File: src/rtl/fft_bin_magnitude.sv
// ============================================================================
// Module   : fft_bin_magnitude
// Purpose  : Streams one frame of complex FFT bins, converts each to an
//            alpha-max-plus-beta-min magnitude and commits the whole frame
//            atomically to F. Optional macro FFT_MAG_PEAK_HOLD_EN selects
//            peak hold with 1/8 decay per frame at commit time.
// Revision : 1.0 - initial release
// ============================================================================
`default_nettype none

module fft_bin_magnitude #(
    parameter int NBINS = 16,
    parameter int IN_W  = 18,
    parameter int OUT_W = 36,
    parameter int SHIFT = 17
) (
    input  logic                    clk,
    input  logic                    rst_n,
    input  logic                    in_valid,
    output logic                    in_ready,
    input  logic signed [IN_W-1:0]  in_re,
    input  logic signed [IN_W-1:0]  in_im,
    input  logic                    in_last,
    output logic signed [OUT_W-1:0] F [NBINS],
    output logic                    done,
    output logic                    frame_err
);

    localparam int IDX_W  = (NBINS > 1) ? $clog2(NBINS) : 1;
    localparam int MAG_W  = IN_W + 1;
    localparam int WIDE_W = (MAG_W + SHIFT > OUT_W) ? (MAG_W + SHIFT) : OUT_W;
    localparam logic [IDX_W-1:0]  LAST_IDX = IDX_W'(NBINS - 1);
    localparam logic [WIDE_W-1:0] SAT_MAX  =
        {{(WIDE_W - OUT_W + 1){1'b0}}, {(OUT_W - 1){1'b1}}};

    typedef enum logic [1:0] {
        ST_ACCUM  = 2'd0,
        ST_DRAIN  = 2'd1,
        ST_COMMIT = 2'd2
    } state_e;

    state_e             state_q, state_d;
    logic [IDX_W-1:0]   idx_q, idx_d;
    logic               drain_q, drain_d;
    logic               ready_q, ready_d;
    logic               done_q, done_d;
    logic               err_q;

    logic               v1_q, v2_q;
    logic [IDX_W-1:0]   idx1_q, idx2_q;
    logic [IN_W-1:0]    re1_q, im1_q;
    logic [OUT_W-1:0]   mag2_q;

    logic signed [OUT_W-1:0] shadow_q [NBINS];
    logic signed [OUT_W-1:0] f_q      [NBINS];
    logic signed [OUT_W-1:0] f_d      [NBINS];

    logic               w_xfer, w_is_last_idx, w_good_last, w_bad;
    logic [IN_W-1:0]    w_re_abs, w_im_abs, w_max, w_min;
    logic [MAG_W-1:0]   w_mag;
    logic [WIDE_W-1:0]  w_wide;
    logic [OUT_W-1:0]   w_sat;

    assign w_xfer        = in_valid && ready_q;
    assign w_is_last_idx = (idx_q == LAST_IDX);
    assign w_good_last   = w_xfer && in_last && w_is_last_idx;
    // A frame is malformed when in_last and the final index disagree.
    assign w_bad         = w_xfer && (in_last != w_is_last_idx);

    // Negating the most-negative code yields 2^(IN_W-1) as an unsigned value.
    assign w_re_abs = in_re[IN_W-1] ? IN_W'(-in_re) : IN_W'(in_re);
    assign w_im_abs = in_im[IN_W-1] ? IN_W'(-in_im) : IN_W'(in_im);

    assign w_max  = (re1_q >= im1_q) ? re1_q : im1_q;
    assign w_min  = (re1_q >= im1_q) ? im1_q : re1_q;
    assign w_mag  = {1'b0, w_max} + MAG_W'(w_min >> 1);
    assign w_wide = WIDE_W'(w_mag) << SHIFT;
    assign w_sat  = (w_wide > SAT_MAX) ? SAT_MAX[OUT_W-1:0] : w_wide[OUT_W-1:0];

    always_comb begin
        state_d = state_q;
        idx_d   = idx_q;
        drain_d = drain_q;
        done_d  = done_q;
        case (state_q)
            ST_ACCUM: begin
                if (w_bad) begin
                    idx_d = '0;
                end else if (w_good_last) begin
                    state_d = ST_DRAIN;
                    drain_d = 1'b0;
                end else if (w_xfer) begin
                    idx_d = idx_q + IDX_W'(1);
                end
            end
            ST_DRAIN: begin
                drain_d = 1'b1;
                if (drain_q) begin
                    state_d = ST_COMMIT;
                    drain_d = 1'b0;
                end
            end
            ST_COMMIT: begin
                state_d = ST_ACCUM;
                done_d  = 1'b1;
                idx_d   = '0;
            end
            default: state_d = ST_ACCUM;
        endcase
        ready_d = (state_d == ST_ACCUM);
    end

    always_comb begin
        for (int k = 0; k < NBINS; k++) begin
`ifdef FFT_MAG_PEAK_HOLD_EN
            f_d[k] = f_q[k] - (f_q[k] >>> 3);
            if (shadow_q[k] > f_d[k]) begin
                f_d[k] = shadow_q[k];
            end
`else
            f_d[k] = shadow_q[k];
`endif
        end
    end

    always_ff @(posedge clk or negedge rst_n) begin
        if (!rst_n) begin
            state_q <= ST_ACCUM;
            idx_q   <= '0;
            drain_q <= 1'b0;
            ready_q <= 1'b0;
            done_q  <= 1'b0;
            err_q   <= 1'b0;
        end else begin
            state_q <= state_d;
            idx_q   <= idx_d;
            drain_q <= drain_d;
            ready_q <= ready_d;
            done_q  <= done_d;
            err_q   <= w_bad;
        end
    end

    // Two-stage magnitude pipeline; a malformed transfer squashes everything in flight.
    always_ff @(posedge clk or negedge rst_n) begin
        if (!rst_n) begin
            v1_q   <= 1'b0;
            v2_q   <= 1'b0;
            idx1_q <= '0;
            idx2_q <= '0;
            re1_q  <= '0;
            im1_q  <= '0;
            mag2_q <= '0;
            for (int k = 0; k < NBINS; k++) begin
                shadow_q[k] <= '0;
                f_q[k]      <= '0;
            end
        end else begin
            v1_q   <= w_xfer && !w_bad;
            idx1_q <= idx_q;
            re1_q  <= w_re_abs;
            im1_q  <= w_im_abs;
            v2_q   <= v1_q && !w_bad;
            idx2_q <= idx1_q;
            mag2_q <= w_sat;
            if (v2_q && !w_bad) begin
                shadow_q[idx2_q] <= mag2_q;
            end
            if (state_q == ST_COMMIT) begin
                for (int k = 0; k < NBINS; k++) begin
                    f_q[k] <= f_d[k];
                end
            end
        end
    end

    assign F         = f_q;
    assign in_ready  = ready_q;
    assign done      = done_q;
    assign frame_err = err_q;

endmodule

`default_nettype wire

File: config.mk
export PLATFORM = sky130hd
export DESIGN_NAME = fft_bin_magnitude
export DESIGN_NICKNAME = d
export VERILOG_FILES = /design/src/rtl/fft_bin_magnitude.sv
export SDC_FILE = /design/constraint.sdc
export NUM_CORES = 1
export LEC_CHECK = 0
export CORE_AREA = 4 4 227 450
export CTS_BUF_LIST = sky130_fd_sc_hd__clkbuf_4 sky130_fd_sc_hd__clkbuf_8
export DETAILED_ROUTE_END_ITERATION = 10
export DIE_AREA = 0 0 231 454
export GPL_ROUTABILITY_DRIVEN = 0
export SYNTH_ARGS = -nofsm -noshare
export SYNTH_HDL_FRONTEND = slang
export SYNTH_SLANG_ARGS = --single-unit
File: constraint.sdc
create_clock -name clk -period 7.8 [get_ports clk]
set_input_delay 1.56 -clock clk [delete_from_list [all_inputs] [get_ports clk]]
set_output_delay 1.56 -clock clk [all_outputs]
set_load 0.01 [all_outputs]
; ---- Word level (Yosys, flattened, before mapping)
; Index checks and enable logic that the tools add are counted.
[op_classes]
n_lt_le_gt_ge = 4
reduce_logical = 15
bitwise_logic = 1
n_mux = 20
n_addsub = 4
eq_ne = 8
[op_table]
columns = op, n
row1 = $bwmux W576, 1
row2 = $demux W36 S4, 1
row3 = $mux W18, 4
row4 = $mux W36, 2
row5 = $gt A36 B35 Y1 const B, 1
row6 = $neg A18 Y18, 2
row7 = $add A18 B17 Y19, 1
row8 = $ge A18 B18 Y1, 1
row9 = $mux W4, 3
row10 = $logic_and A1 B1 Y1, 8
row11 = $pmux W4 S2, 1
row12 = $mux W2, 3
row13 = $ne A3 B3 Y1 const B, 2
row14 = $reduce_and A3 Y1, 2
row15 = $ge A5 B5 Y1 const B, 1
row16 = $lt A5 B1 Y1 const B, 1
row17 = $not A4 Y5, 1
row18 = $add A4 B1 Y4 const B, 1
row19 = $eq A4 B4 Y1 const B, 1
row20 = $logic_not A2 Y1, 2
row21 = $ne A2 B2 Y1 const B, 2
row22 = $pmux W2 S2, 1
row23 = $reduce_bool A2 Y1, 2
row24 = $mux W1, 3
row25 = 5 further kinds, 5
[word_totals]
in_bits = 40
register_bits = 1244

; ---- Longest topological paths before layout
[depth]
ltp_word = 7
depth_mapped = 18
ltp_nobuf = 17

; ---- Worst setup path after synthesis
; No wires, ideal clock.
[synth_timing]
path_type = register -> register
startpoint = reg re1_q[8]
endpoint = reg mag2_q[20]
arrival_ps = 3966
required_time_ps = 7666
period_less_slack_ps = 4099
path_slack_ps = 3701
n_path_buf = 2
stages_incl_launch_ff = 17
path_cell_list = dfrtp_1 -> ha_1 -> a21o_1 -> a21oi_1 -> nand3_1 -> o21a_1 -> nor2_2 -> buf_2 -> mux2_2 -> ha_1 -> a21oi_1 -> o21ai_1 -> o21a_1 -> a2bb2oi_1 -> a31oi_1 -> clkbuf_1 -> o22ai_1
[synth_between]
elab_chain_len = 5
word_cells_on_any_way = 6
classes_between = add/sub: 1 / order compare: 2 / mux: 3
[synth_lines]
columns = element, line_no
row1 = from (decl), 51  ; logic [IN_W-1:0] re1_q, im1_q;
row2 = from (signal assigned), 161  ; re1_q <= w_re_abs;
row3 = $ge A18 B18 Y1, "74, 75"
row4 = $mux W18 (on tied branches), "74, 75"
row5 = $add A18 B17 Y19 *, 76  ; assign w_mag = {1'b0, w_max} + MAG_W'(w_min >> 1);
row6 = $gt A36 B35 Y1, 78  ; assign w_sat = (w_wide > SAT_MAX) ? SAT_MAX[OUT_W-1:0] : w_wide[OUT_W-1:0];
row7 = $mux W36 *, 78
row8 = named net w_sat[20], 62  ; logic [OUT_W-1:0] w_sat;
row9 = to (signal assigned), 165  ; mag2_q <= w_sat;
row10 = to (decl), 52  ; logic [OUT_W-1:0] mag2_q;
; The timed path passes the listed nets; every way through them passes the cells marked *.
; A chain may end at the register's enable or synchronous reset.

; ---- Worst setup path after layout
[layout_timing]
startpoint = reg re1_q[2]
endpoint = reg mag2_q[22]
; Same word-level chain as after synthesis.

==> reports/metrics.csv <==
stage,metric,value,unit
outcome,status,completed,
clocking,clock latency on the worst-skew pair,0.73,ns
routing,starting DRC count in detailed routing,783,
clocking,H-tree depth,3,
synth,top-area cell type share of the netlist area,58.1,%
sta,Slew @ Worst Pin,1.37,ns
sta,RSZ-0062 raised after global routing,false,
worst_setup_path,CP Data Arrival Time,5.25,ns
power_and_ir_drop,VDD IR-drop max,0.171,mV
synth,Yosys top cell by area,dfrtp_1,
power_and_ir_drop,Comb power frac,12.3,%
clocking,# hold bufs at CTS,0,
sta,"Slew Viols, Final",0,
cells_and_area,Layout Cells excl Fill,3835,
worst_setup_path,worst reg2reg path endpoint,mag2_q[22]$_DFF_PN0_,
sta,minimum clock period after layout,4.61,ns
synth,sequential fraction of the synthesis area,58.1,%
synth,synth unique cells,67,
clocking,Post-CTS Setup Bufs,0,
synth,Post-Syn Instances,2047,
worst_setup_path,Bufs and invs on worst path,3,
sta,worst clock skew,0.0264,ns
sta,"Hold Vio Cnt, Final",0,
worst_setup_path,Worst Setup SP,re1_q[2]$_DFF_PN0_,
routing,WL final,83100,µm
min_path,HP Start,idx1_q[3]$_DFF_PN0_,
clocking,Clock Path Buffers,3,
power_and_ir_drop,Switching Fraction,29.7,%
power_and_ir_drop,PwrDens,231,mW/mm²
placement,placed insts,3656,
cells_and_area,layout net count,2515,
die,Starting Density,29.8,%
die,I/O Pins,619,
synth,Syn. warnings,0,
worst_setup_path,Crit. End Element,flip-flop,
grt,global-route wire length before repair,121000,µm
clocking,CTS tree,built,
die,Placement Rows,163,
synth,Area contributors post-synth,"dfrtp_1 58%, mux2_2 24%, buf_4 7.1%",
synth,Post-Syn Area,0.0294,mm²
routing,ANT nets after route,0,
clocking,# clock sinks,683,
worst_setup_path,crit path launch type,flip-flop,
die,Die Y-Extent,454,µm
routing,Metal-1 WL,30700,µm
min_path,worst min path class,reg2reg,
routing,Via-to-Cell Ratio,4.50,
power_and_ir_drop,Power Internal,0.00604,W
sta,Fmax achieved,217,MHz
synth,Post-synth EDFFs,0,
worst_setup_path,"reg-to-reg slack, setup",3.19,ns
placement,port bufs,602,
worst_setup_path,reg2reg path depth,18,
routing,DRT Pass-1 Iters,4,
worst_setup_path,Crit-path slowest cell,dfrtp_1,
cells_and_area,design area,0.0371,mm²
sta,Setup-failing EPs final,0,
sta,hold_ws,0.350,ns
sta,fin worst setup slack,3.19,ns
worst_setup_path,CP top delay family,compound AO/OA/AOI/OAI gates,
grt,gr ovfl total,0,
routing,vias,17300,
grt,initial antenna violation count,7,
die,DIE AREA,0.105,mm²
synth,Mapped Avg Cell Area,14.4,µm²
cells_and_area,Fillers,9452,
clocking,CTS resizes,0,
grt,vias in the first global route,18300,
power_and_ir_drop,Clock power frac,36.3,%
power_and_ir_drop,static leakage power,17.1,nW
worst_setup_path,worst reg2reg startpoint,re1_q[2]$_DFF_PN0_,
min_path,hold path endpoint,idx2_q[3]$_DFF_PN0_,
sta,setup tns final,0,ns
worst_setup_path,CP required,8.44,ns
placement,pre-CTS WS,3.13,ns
sta,slew margin rel.,8.64,%
clocking,CTS root buf,clkbuf_8,
placement,area of placed instances,0.0349,mm²
routing,top layer in use,met4,
clocking,Num CTS Buffers,98,
grt,Total GRT Usage,15.5,%
routing,met2 routed WL,43500,µm
worst_setup_path,critical path's largest stage delay,0.42,ns
synth,synthesis-stage register bit count,683,
grt,largest net degree at the start of global routing,176,
power_and_ir_drop,switching power,0.00255,W
worst_setup_path,critical path type,reg2reg,
sta,period utilization,59.2,%
placement,detailed placement HPWL,56900,µm
routing,WL/cell,21.7,µm
cells_and_area,share of post-route cells with drive strength above 1,35.1,%
synth,async set-reset flop share out of synthesis,100,%
flow_run,MaxCap Viol Count,0,
min_path,hold path depth,0,
cells_and_area,Syn-to-layout area delta,26.2,%
routing,routed length on met3,5780,µm
die,core box area,0.0987,mm²
power_and_ir_drop,sequential power share,51.4,%
routing,DR DRC count,0,
clocking,"Clk pin slew, worst setup/hold paths",0.07,ns
worst_setup_path,CP cell instances,"ha_1, a21oi_1, o21ai_0, o2bb2ai_1, o21a_1, nor2_2, buf_4, mux2_2, ha_1, inv_1, fa_1, nand2b_1, a21oi_1, o2111ai_1, a2bb2oi_1, a31oi_1, buf_4, o21ai_0",
die,die span in x,231,µm
synth,ys flop type,dfrtp_1,
worst_setup_path,crit path max fanout,36,
[power groups by stage]
stage                     sequential (W)  combinational, W  clock, W
after floorplan                  0.00405          0.000730         0
after global placement           0.00450           0.00105         0
after detailed placement         0.00452           0.00107         0
after CTS                        0.00445           0.00108   0.00326
after global routing             0.00447           0.00117   0.00339
final                            0.00441           0.00106   0.00311
[sequential cells by signal (all words and copies together) (netlist names), 2 cells and up]
signal   count
im1_q       18
mag2_q      19
idx2_q       4
state_q      2
idx1_q       4
idx_q        4
f_d        304
F          304
re1_q       18
[metal layers]
layer	up-vias	global-route usage, %
li1	7625	-
met1	8849	17.2
met2	644	28.1
met3	145	3.85
met4	0	6.32
met5	-	0
[worst reg2reg max path, cell delays in order, from the launching register on]
cell and delay, ns:
dfrtp_1 0.42, ha_1 0.32, a21oi_1 0.15, o21ai_0 0.16, o2bb2ai_1 0.26, o21a_1 0.27
nor2_2 0.08, buf_4 0.40, mux2_2 0.26, ha_1 0.18, inv_1 0.06, fa_1 0.41
nand2b_1 0.18, a21oi_1 0.23, o2111ai_1 0.25, a2bb2oi_1 0.36, a31oi_1 0.14, buf_4 0.20
o21ai_0 0.19
[cells in the final DEF, fill, tap and decap left out, drive strengths merged, types with 5 or more instances in the layout]
cell           Yosys  final
xor2               9      9
ha                38     38
dfrtp            683    683
mux2i              5      5
nand2b            10     10
mux2             643    643
nor3               9      9
conb               1     16
nor2              32     32
clkinv             0     11
diode              0      7
nand4              6      6
clkbuf            33    148
o21a               7      7
xnor2             34     34
nand3             11     11
buf              320     26
clkdlybuf4s50      0    601
a21oi             24     24
nand2             42     42
bufinv             0      6
o21ai             39     39
inv               32     35
a21o               7      7
[cell families after synthesis]
group	Yosys count	synth area share, %
AOI/OAI and AO/OA	113	2.37
xor gates and xnor gates	43	1.31
adders and majority gates	39	1.68
buffers and inverters	385	8.85
DFF	683	58.1
muxes	648	24.9
other	1	0.0127
and+or+nand+nor	135	2.79
[worst max path at each step]
stage | to | slack [ns] | cells after the start
2_1_floorplan | mag2_q[20]$_DFF_PN0_ | 3.70 | 16
3_3_place_gp | mag2_q[20]$_DFF_PN0_ | 3.31 | 18
3_5_place_dp | mag2_q[22]$_DFF_PN0_ | 3.13 | 18
4_1_cts | mag2_q[22]$_DFF_PN0_ | 3.12 | 18
5_1_grt | mag2_q[28]$_DFF_PN0_ | 2.83 | 19
6_report | mag2_q[22]$_DFF_PN0_ | 3.19 | 18
[area by class of cell]
class | instances | area (µm²) | area share (%)
flip-flops and latches | 683 | 17100 | 46.1
clock buffers | 148 | 1860 | 5.02
diodes | 7 | 17.5 | 0.0472
repair buffers | 627 | 6260 | 16.9
clock inverters | 24 | 298 | 0.802
inverters | 32 | 125 | 0.337
well taps | 1320 | 1650 | 4.45
multi-input cells | 994 | 9800 | 26.4
[Yosys cell counts, drive strengths merged, types with 2 or more instances]
master	count
or2	2
clkbuf	33
nor2	32
ha	38
dfrtp	683
o21a	7
or4	3
nand2	42
a311oi	2
a21o	7
a31oi	4
and3	3
nand2b	10
nor3b	2
nor3	9
nand3	11
buf	320
inv	32
o22ai	4
o21bai	3
o21ai	39
mux2	643
nor4	4
o211ai	3
xor2	9
a211oi	3
nor2b	3
xnor2	34
or3	2
o31ai	4
and2	2
o2111ai	2
o41ai	4
a21oi	24
nand4	6
nand4b	2
mux2i	5
[metrics by stage]
step | total power [W] | util (%)
after global placement | 0.00555 | 35.4
after global routing | 0.00903 | 37.6
after CTS | 0.00879 | 37.6
final | 0.00859 | 37.6
after detailed placement | 0.00560 | 35.4
after floorplan | 0.00478 | -
No activity file was read; power rests on OpenSTA's default activity.
